==> src/rtl/segment_sequencer_pkg.sv <==
// Shared constants and debounce state encoding for the segment sequencer.
package segment_sequencer_pkg;

  localparam int unsigned DEFAULT_DEBOUNCE_CYCLES = 4;
  localparam int unsigned DEFAULT_AUTO_PERIOD     = 8;

  typedef enum logic [1:0] {
    DB_IDLE,
    DB_PRESS_WAIT,
    DB_PRESSED,
    DB_RELEASE_WAIT
  } db_state_e;

endpackage

==> src/rtl/segment_sequencer_if.sv <==
// Button inputs and segment-driver pulse outputs of the segment sequencer.
interface segment_sequencer_if;

  logic       btn_next;
  logic       btn_mode;
  logic       auto_en;
  logic       next_segment_re;
  logic       change_mode_re;
  logic [7:0] step_count;

  modport master (
    input  btn_next,
    input  btn_mode,
    input  auto_en,
    output next_segment_re,
    output change_mode_re,
    output step_count
  );

  modport slave (
    output btn_next,
    output btn_mode,
    output auto_en,
    input  next_segment_re,
    input  change_mode_re,
    input  step_count
  );

endinterface

==> src/rtl/segment_sequencer_button_debouncer.sv <==
// Two-flop synchronizer plus debounce FSM; press_req is high for the single
// cycle in which a press has been stable for DEBOUNCE_CYCLES samples.
module button_debouncer
  import segment_sequencer_pkg::*;
#(
  parameter int unsigned DEBOUNCE_CYCLES = DEFAULT_DEBOUNCE_CYCLES
) (
  input  logic clk,
  input  logic async_reset,
  input  logic btn_raw,
  output logic press_req
);

  // Counter holds stable samples already seen; the sample that reaches
  // DEBOUNCE_CYCLES is the one that takes the transition.
  localparam logic [7:0] CNT_LAST = 8'(DEBOUNCE_CYCLES - 1);

  logic      meta_q;
  logic      sync_q;
  db_state_e state_q;
  db_state_e state_d;
  logic [7:0] cnt_q;
  logic [7:0] cnt_d;

  always_ff @(posedge clk or posedge async_reset) begin
    if (async_reset) begin
      meta_q  <= 1'b0;
      sync_q  <= 1'b0;
      state_q <= DB_IDLE;
      cnt_q   <= '0;
    end else begin
      meta_q  <= btn_raw;
      sync_q  <= meta_q;
      state_q <= state_d;
      cnt_q   <= cnt_d;
    end
  end

  always_comb begin
    state_d   = state_q;
    cnt_d     = cnt_q;
    press_req = 1'b0;
    unique case (state_q)
      DB_IDLE: begin
        if (sync_q) begin
          if (CNT_LAST == 8'd0) begin
            state_d   = DB_PRESSED;
            press_req = 1'b1;
            cnt_d     = '0;
          end else begin
            state_d = DB_PRESS_WAIT;
            cnt_d   = 8'd1;
          end
        end
      end
      DB_PRESS_WAIT: begin
        if (!sync_q) begin
          state_d = DB_IDLE;
          cnt_d   = '0;
        end else if (cnt_q == CNT_LAST) begin
          state_d   = DB_PRESSED;
          press_req = 1'b1;
          cnt_d     = '0;
        end else begin
          cnt_d = cnt_q + 8'd1;
        end
      end
      DB_PRESSED: begin
        if (!sync_q) begin
          if (CNT_LAST == 8'd0) begin
            state_d = DB_IDLE;
            cnt_d   = '0;
          end else begin
            state_d = DB_RELEASE_WAIT;
            cnt_d   = 8'd1;
          end
        end
      end
      DB_RELEASE_WAIT: begin
        if (sync_q) begin
          state_d = DB_PRESSED;
          cnt_d   = '0;
        end else if (cnt_q == CNT_LAST) begin
          state_d = DB_IDLE;
          cnt_d   = '0;
        end else begin
          cnt_d = cnt_q + 8'd1;
        end
      end
      default: begin
        state_d = DB_IDLE;
        cnt_d   = '0;
      end
    endcase
  end

endmodule

==> src/rtl/segment_sequencer.sv <==
// Debounced buttons and an auto-advance timer merged into registered
// next/mode pulses for the segment driver, with mode taking priority.
module segment_sequencer
  import segment_sequencer_pkg::*;
#(
  parameter int unsigned DEBOUNCE_CYCLES = DEFAULT_DEBOUNCE_CYCLES,
  parameter int unsigned AUTO_PERIOD     = DEFAULT_AUTO_PERIOD
) (
  input  logic                   clk,
  input  logic                   async_reset,
  segment_sequencer_if.master    bus
);

  localparam logic [15:0] TIMER_LAST = 16'(AUTO_PERIOD - 1);

  logic        next_btn_req;
  logic        mode_req;
  logic        auto_req;
  logic        next_req;
  logic [15:0] timer_q;
  logic [15:0] timer_d;
  logic        pending_q;
  logic        pending_d;
  logic        next_pulse_q;
  logic        next_pulse_d;
  logic        mode_pulse_q;
  logic        mode_pulse_d;
  logic [7:0]  step_q;

  button_debouncer #(.DEBOUNCE_CYCLES(DEBOUNCE_CYCLES)) u_next_db (
    .clk         (clk),
    .async_reset (async_reset),
    .btn_raw     (bus.btn_next),
    .press_req   (next_btn_req)
  );

  button_debouncer #(.DEBOUNCE_CYCLES(DEBOUNCE_CYCLES)) u_mode_db (
    .clk         (clk),
    .async_reset (async_reset),
    .btn_raw     (bus.btn_mode),
    .press_req   (mode_req)
  );

  always_comb begin
    auto_req = 1'b0;
    timer_d  = timer_q + 16'd1;
    // A manual advance restarts the period and swallows a coincident tick.
    if (!bus.auto_en || next_btn_req) begin
      timer_d = '0;
    end else if (timer_q == TIMER_LAST) begin
      timer_d  = '0;
      auto_req = 1'b1;
    end
    next_req = next_btn_req | auto_req;

    next_pulse_d = 1'b0;
    mode_pulse_d = 1'b0;
    pending_d    = pending_q;
    if (mode_req) begin
      mode_pulse_d = 1'b1;
      pending_d    = pending_q | next_req;
    end else begin
      next_pulse_d = next_req | pending_q;
      pending_d    = 1'b0;
    end
  end

  always_ff @(posedge clk or posedge async_reset) begin
    if (async_reset) begin
      timer_q      <= '0;
      pending_q    <= 1'b0;
      next_pulse_q <= 1'b0;
      mode_pulse_q <= 1'b0;
      step_q       <= '0;
    end else begin
      timer_q      <= timer_d;
      pending_q    <= pending_d;
      next_pulse_q <= next_pulse_d;
      mode_pulse_q <= mode_pulse_d;
      if (next_pulse_q) begin
        step_q <= step_q + 8'd1;
      end
    end
  end

  assign bus.next_segment_re = next_pulse_q;
  assign bus.change_mode_re  = mode_pulse_q;
  assign bus.step_count      = step_q;

endmodule

==> src/flat_wrapper.sv <==
// flat-port wrapper written by rule: the top's interface ports become plain ports
module segment_sequencer_flat import segment_sequencer_pkg::*;
#(
  parameter int unsigned DEBOUNCE_CYCLES = DEFAULT_DEBOUNCE_CYCLES,
  parameter int unsigned AUTO_PERIOD     = DEFAULT_AUTO_PERIOD
)
  (clk, async_reset, bus_btn_next, bus_btn_mode, bus_auto_en, bus_next_segment_re, bus_change_mode_re, bus_step_count);
  segment_sequencer_if bus_i ();
  input  logic clk;
  input  logic async_reset;
  input wire logic [$bits(bus_i.btn_next)-1:0] bus_btn_next;
  input wire logic [$bits(bus_i.btn_mode)-1:0] bus_btn_mode;
  input wire logic [$bits(bus_i.auto_en)-1:0] bus_auto_en;
  output wire logic [$bits(bus_i.next_segment_re)-1:0] bus_next_segment_re;
  output wire logic [$bits(bus_i.change_mode_re)-1:0] bus_change_mode_re;
  output wire logic [$bits(bus_i.step_count)-1:0] bus_step_count;
  assign bus_i.btn_next = bus_btn_next;
  assign bus_i.btn_mode = bus_btn_mode;
  assign bus_i.auto_en = bus_auto_en;
  assign bus_next_segment_re = bus_i.next_segment_re;
  assign bus_change_mode_re = bus_i.change_mode_re;
  assign bus_step_count = bus_i.step_count;
  segment_sequencer #(.DEBOUNCE_CYCLES(DEBOUNCE_CYCLES), .AUTO_PERIOD(AUTO_PERIOD)) u_core (.clk(clk), .async_reset(async_reset), .bus(bus_i));
endmodule
==> config.mk <==
export PLATFORM = sky130hd
export DESIGN_NAME = segment_sequencer_flat
export DESIGN_NICKNAME = d
export VERILOG_FILES = /design/src/rtl/segment_sequencer_pkg.sv /design/src/rtl/segment_sequencer_if.sv /design/src/rtl/segment_sequencer_button_debouncer.sv /design/src/rtl/segment_sequencer.sv /design/src/flat_wrapper.sv
export SDC_FILE = /design/constraint.sdc
export NUM_CORES = 1
export LEC_CHECK = 0
export CORE_MARGIN = 8
export CORE_UTILIZATION = 35
export CTS_BUF_LIST = sky130_fd_sc_hd__clkbuf_8
export DETAILED_ROUTE_END_ITERATION = 8
export MAX_ROUTING_LAYER = met4
export PLACE_DENSITY = 0.56
export RECOVER_POWER = 25
export SETUP_SLACK_MARGIN = 0.4
export SYNTH_ARGS = -nofsm -noshare
export SYNTH_HDL_FRONTEND = slang
export SYNTH_SLANG_ARGS = --single-unit
==> constraint.sdc <==
create_clock -name clk -period 2.86 [get_ports clk]
set_input_delay 0.572 -clock clk [delete_from_list [all_inputs] [get_ports clk]]
set_output_delay 0.572 -clock clk [all_outputs]
set_load 0.02 [all_outputs]
## Word-level counts from Yosys, hierarchy flattened

Cells that the tools add are included.

| operators by class | value |
|---|---|
| add/sub/neg operators | 4 |
| eq/ne operators | 17 |
| mux-type cells | 39 |
| bitwise operators | 2 |
| reduce and logical (&&, ||, !) cells | 8 |

Operator list:

| operator | count |
|---|---|
| $mux 8 | 10 |
| $pmux 8 s4 | 2 |
| $mux 16 | 2 |
| $add 8x1->8 const B | 3 |
| $mux 2 | 12 |
| $add 16x1->16 const B | 1 |
| $eq 16x3->1 const B | 1 |
| $eq 8x2->1 const B | 2 |
| $pmux 2 s4 | 2 |
| $ne 3x3->1 const B | 4 |
| $mux 1 | 11 |
| $eq 2x2->1 const B | 4 |
| $ne 2x2->1 const B | 4 |
| $reduce_and 4->1 | 2 |
| $eq 2x1->1 const B | 2 |
| $logic_not 2->1 | 2 |
| $reduce_and 2->1 | 2 |
| $or 1x1->1 | 2 |
| $logic_not 1->1 | 1 |
| $logic_or 1x1->1 | 1 |

| storage, ports and cells | value |
|---|---|
| register bits after elaboration | 51 |
| bits of input ports | 5 |
| word-level logic and storage cells | 83 |

## Longest topological paths before layout

| depth | value |
|---|---|
| depth in word-level cells | 9 |
| depth in mapped cells | 6 |

## By module

From an unflattened synthesis, not the netlist that was laid out.

| second synthesis, totals | value |
|---|---|
| cell total of the unflattened synthesis | 223 |
| area total of the unflattened synthesis | 2422.3 um^2 |

Modules (own cells, without submodules):

| module | instances | cells an instance | area each (um^2) | sequential area each (um^2) |
|---|---|---|---|---|
| segment_sequencer | 1 | 115 | 1238.7 | 675.6 |
| button_debouncer | 2 | 54 | 591.8 | 300.3 |

## Worst setup path after synthesis

OpenSTA, ideal clock, no wires.

| timing | value |
|---|---|
| kind | register -> register |
| start | reg u_core.u_next_db.cnt_q[0] |
| end | reg u_core.timer_q[10] |
| setup time | 0.121 ns |
| arrival time | 1.439 ns |
| data required time | 2.739 ns |
| slack | 1.300 ns |
| cell stages (with the launch flop) | 7 |
| path through | dfrtp_1 ha_1 nor4b_2 nand2_1 o211ai_2 buf_2 nor2_1 |

| on the way | value |
|---|---|
| word-level cells in the longest chain between the ends | 6 |

Ends and longest elaborated chain:

| item | line | source |
|---|---|---|
| from (decl) | segment_sequencer_button_debouncer.sv:22 | `logic [7:0] cnt_q;` |
| from (signal assigned) | segment_sequencer_button_debouncer.sv:35 | `cnt_q <= cnt_d;` |
| $eq 8x2->1 | segment_sequencer_button_debouncer.sv:60 | `end else if (cnt_q == CNT_LAST) begin` |
| $mux 1 | segment_sequencer_button_debouncer.sv:60 |  |
| $mux 1 | segment_sequencer_button_debouncer.sv:57 | `if (!sync_q) begin` |
| $mux 1 | segment_sequencer_button_debouncer.sv:43 | `unique case (state_q)` |
| $logic_or 1x1->1 | segment_sequencer.sv:48 | `if (!bus.auto_en \|\| next_btn_req) begin` |
| $mux 16 | segment_sequencer.sv:48 |  |
| named net u_core.timer_d[10] | segment_sequencer.sv:21 | `logic [15:0] timer_d;` |
| to (signal assigned) | segment_sequencer.sv:76 | `timer_q <= timer_d;` |
| to (decl) | segment_sequencer.sv:20 | `logic [15:0] timer_q;` |

The timed path passes the listed nets, and every way through them passes these cells.
A chain may end at the register's enable or synchronous reset.

## Worst setup path after layout

| timing | value |
|---|---|
| start | reg u_core.next_pulse_q (netlist: u_core.bus.next_segment_re) |
| end | out bus_next_segment_re |

RTL lines:

| item | line | source |
|---|---|---|
| from (decl) | segment_sequencer.sv:24 | `logic next_pulse_q;` |
| from (signal assigned) | segment_sequencer.sv:78 | `next_pulse_q <= next_pulse_d;` |
| to (decl) | flat_wrapper.sv:14 | `output wire logic [$bits(bus_i.next_segment_re)-1:0] bus_next_segment_re;` |

No word-level cell between the ends.

==> impl_metrics.csv <==
group,metric,value,unit
outcome,outcome,"complete, no violations",
worst_setup_path,end_kind,"output pin",
placement,dpl.hpwl,3024,um
routing,routed-via-count,1671,
floorplanning,row_count,30,
synth,yosys-top-cells-area,"dfrtp_1, xnor2_1, nor2_1, xor2_1, nand3_1",
worst_setup_path,rr_startpoint,"u_core.u_next_db.cnt_q[0]",
synth,ys_seq_area_frac,0.5313,
routing,first_pass_iters,4,
global_routing,grt_max_degree,52,
synth,netlist_area,2402,um^2
synth,synthTopCellsByCount,"dfrtp_1, nor2_1, xnor2_1",
power_and_ir_drop,leakage,0.001118,uW
flow_run,max_cap_violations,0,
cts,cts_htree_levels,2,
sta,setup_violations,0,
routing,drc,0,
cts,insertion_delay,0.30,ns
worst_setup_path,crit_chain,"clkdlybuf4s50_1",
global_routing,antenna_found_initial,0,
synth,yosysWarnings,0,
synth,synth_top_cell_by_area,"dfrtp_1",
routing,routed_wl,4274,um
worst_hold_path,hp-start,"u_core.u_mode_db.meta_q",
worst_setup_path,worstPathBufferInverterCount,1,
sta,min_period,1.997,ns
synth,synth_area_per_cell,10.68,um^2
routing,drt_iter0_drc,77,
cts,post_cts_buffers,0,
worst_setup_path,crit_start,"u_core.bus.next_segment_re",
cts,clock_path_buffers,2,
synth,async_reset_ff_frac,1.000,
synth,yosysMostFrequentCell,"dfrtp_1",
sta,clock_skew,0.008283,ns
sta,slew_violations,0,
routing,routedWlPerCell,13.15,um
worst_setup_path,worstPathArrival,1.43,ns
floorplanning,initial_core_util,0.3575,
finish,drive_gt1_frac,0.08980,
floorplanning,ios,15,
synth,synth_top_area_frac,0.5313,
worst_setup_path,required,2.29,ns
cts,cts_tree,"built",
worst_setup_path,critPathKind,"register to output pin",
synth,synthFlopType,"dfrtp_1",
cts,cts_resized,0,
worst_setup_path,crit_path_top_delay_cell,"clkdlybuf4s50_1",
sta,relSlewSlack,0.1827,
placement,placed_area,2649,um^2
global_routing,grt-ovfl-total,0,
global_routing,grt_pass1_wl,7624,um
sta,fmax,0.5007,GHz
worst_hold_path,hold_path_class,"register to register",
power_and_ir_drop,switching_share,0.3455,
power_and_ir_drop,seq_power_share,0.514,
finish,diodes,0,
routing,detail-route-antenna-nets,0,
cts,cts.sinks,51,
global_routing,grt_pass1_vias,1697,
power_and_ir_drop,irDropWorstVdd,0.0003349,V
finish,fin_area,2733,um^2
synth,synth_edf_count,0,
worst_setup_path,critical-path-top-delay-family,"buffers and inverters",
power_and_ir_drop,p_sw,642.1,uW
routing,viasPerCell,5.142,
power_and_ir_drop,comb_power_share,0.254,
floorplanning,die_w,98.85,um
synth,synthDistinctLibCells,45,
floorplanning,chipHeight,98.85,um
power_and_ir_drop,power_frac_clock,0.232,
worst_setup_path,slowest_delay,0.65,ns
sta,fin_crit_sh,0.6984,
sta,worstMarginPinSlew,1.226,ns
cts,numCtsBuffers,5,
placement,io_buffers,14,
finish,fill_cells,646,
placement,place.gp.congestion,0.7441,
global_routing,grt_use_total,0.09665,
sta,tns,0,ns
power_and_ir_drop,power_per_cell_area,680.2,nW/um^2
finish,finalCoreUtilization,0.4067,
power_and_ir_drop,p_int,1217,uW
cts,root_buffer,"clkbuf_8",
floorplanning,core,6719,um^2
finish,syn_to_final_growth,13.75,%
worst_setup_path,worstSetupStartpointType,"register",
synth,syn_inst,225,
sta,rsz0062_at_grt,"no",
synth,ys_ff_latch,51,
cts,path_clk_slew,0.09,ns
finish,nNetsFinal,253,
synth,syn-num-nets,234,
floorplanning,dieArea,9770,um^2
worst_setup_path,path_max_fanout,7,
cts,ctsHoldBuffers,0,
sta,hold_viol_final,0,
## stage by stage
step	setup slack, ns	cells	hold slack, ns	total power [uW]
after floorplan	1.058	225	0.3312	1294
after global routing	0.6648	325	0.3749	1985
final	0.8627	325	0.3611	1859
after global placement	1.081	317	0.3345	1436
after CTS	0.8425	325	0.3663	1894
after detailed placement	0.9515	317	0.3434	1451
## final timing paths
check / end / slack (ns) / depth (start not counted)
setup reg to reg: u_core.timer_q[14] / 0.97 / 5
setup / recovery: bus_next_segment_re / 0.86 / 1
hold / removal: u_core.u_mode_db.sync_q / 0.36 / 0
max in group asynchronous: u_core.u_next_db.cnt_q[3] / 1.00 / 3
hold reg to reg: u_core.u_mode_db.sync_q / 0.36 / 0
min in group asynchronous: asynchronous set/reset pin / 1.10 / 3
## placed cells by master, fill, tap and decap left out, types with 5 or more instances in the layout
master,count
clkbuf_8,6
clkdlybuf4s50_1,11
dfrtp_1,51
inv_1,7
nand2_1,14
nand3_1,15
nand4_1,5
nor2_1,33
nor3_1,5
nor4_1,7
o21ai_0,5
xnor2_1,18
xor2_1,13
## layout make-up
| type | count | area, um^2 | share of cell area |
|---|---|---|---|
| clock buffers | 6 | 82.58 | 0.03022 |
| clock inverters | 2 | 16.27 | 0.005952 |
| inverters | 8 | 30.03 | 0.01099 |
| multi-input cells | 163 | 1082 | 0.3961 |
| flip-flops and latches | 51 | 1276 | 0.4670 |
| well taps | 80 | 100.1 | 0.03663 |
| repair buffers | 15 | 145.1 | 0.05311 |
## logic make-up (layout without fill, tap and decap cells)
kind of cell | after synthesis | count (layout) | synth area share
simple gates | 97 | 97 | 0.2094
flops | 51 | 51 | 0.5312
xor+xnor | 32 | 32 | 0.1198
compound gates | 26 | 26 | 0.08177
buf+inv | 11 | 31 | 0.01823
fa+ha+maj | 4 | 4 | 0.02083
mux | 4 | 4 | 0.01875
## power by group through the flow
stage	sequential (uW)	combinational, uW	clock, uW
3_5_place_dp	971	479	0
4_1_cts	956	482	455
5_1_grt	977	532	477
6_report	956	472	430
2_1_floorplan	959	335	0
3_3_place_gp	966	471	0
## per-layer routing
metal | vias up | part of all wire | GRT usage
met2 | 25 | 0.45 | 0.1486
met4 | 0 | 0.012 | 0.03542
met5 | - | 0 | -
met1 | 819 | 0.49 | 0.1171
li1 | 821 | - | -
met3 | 6 | 0.044 | 0.02889
## flip-flops by register name, summed over array words and instances, names as in the netlist, named ones only
name and cells:
u_core.timer_q 16, u_core.bus.step_count 8, u_core.u_mode_db.cnt_q 8, u_core.u_next_db.cnt_q 8, u_core.bus.change_mode_re 1, u_core.bus.next_segment_re 1
u_core.pending_q 1, u_core.u_mode_db.meta_q 1, u_core.u_mode_db.state_q 1, u_core.u_mode_db.sync_q 1, u_core.u_next_db.meta_q 1, u_core.u_next_db.state_q 1
u_core.u_next_db.sync_q 1
(Power assumes the default switching activity.)
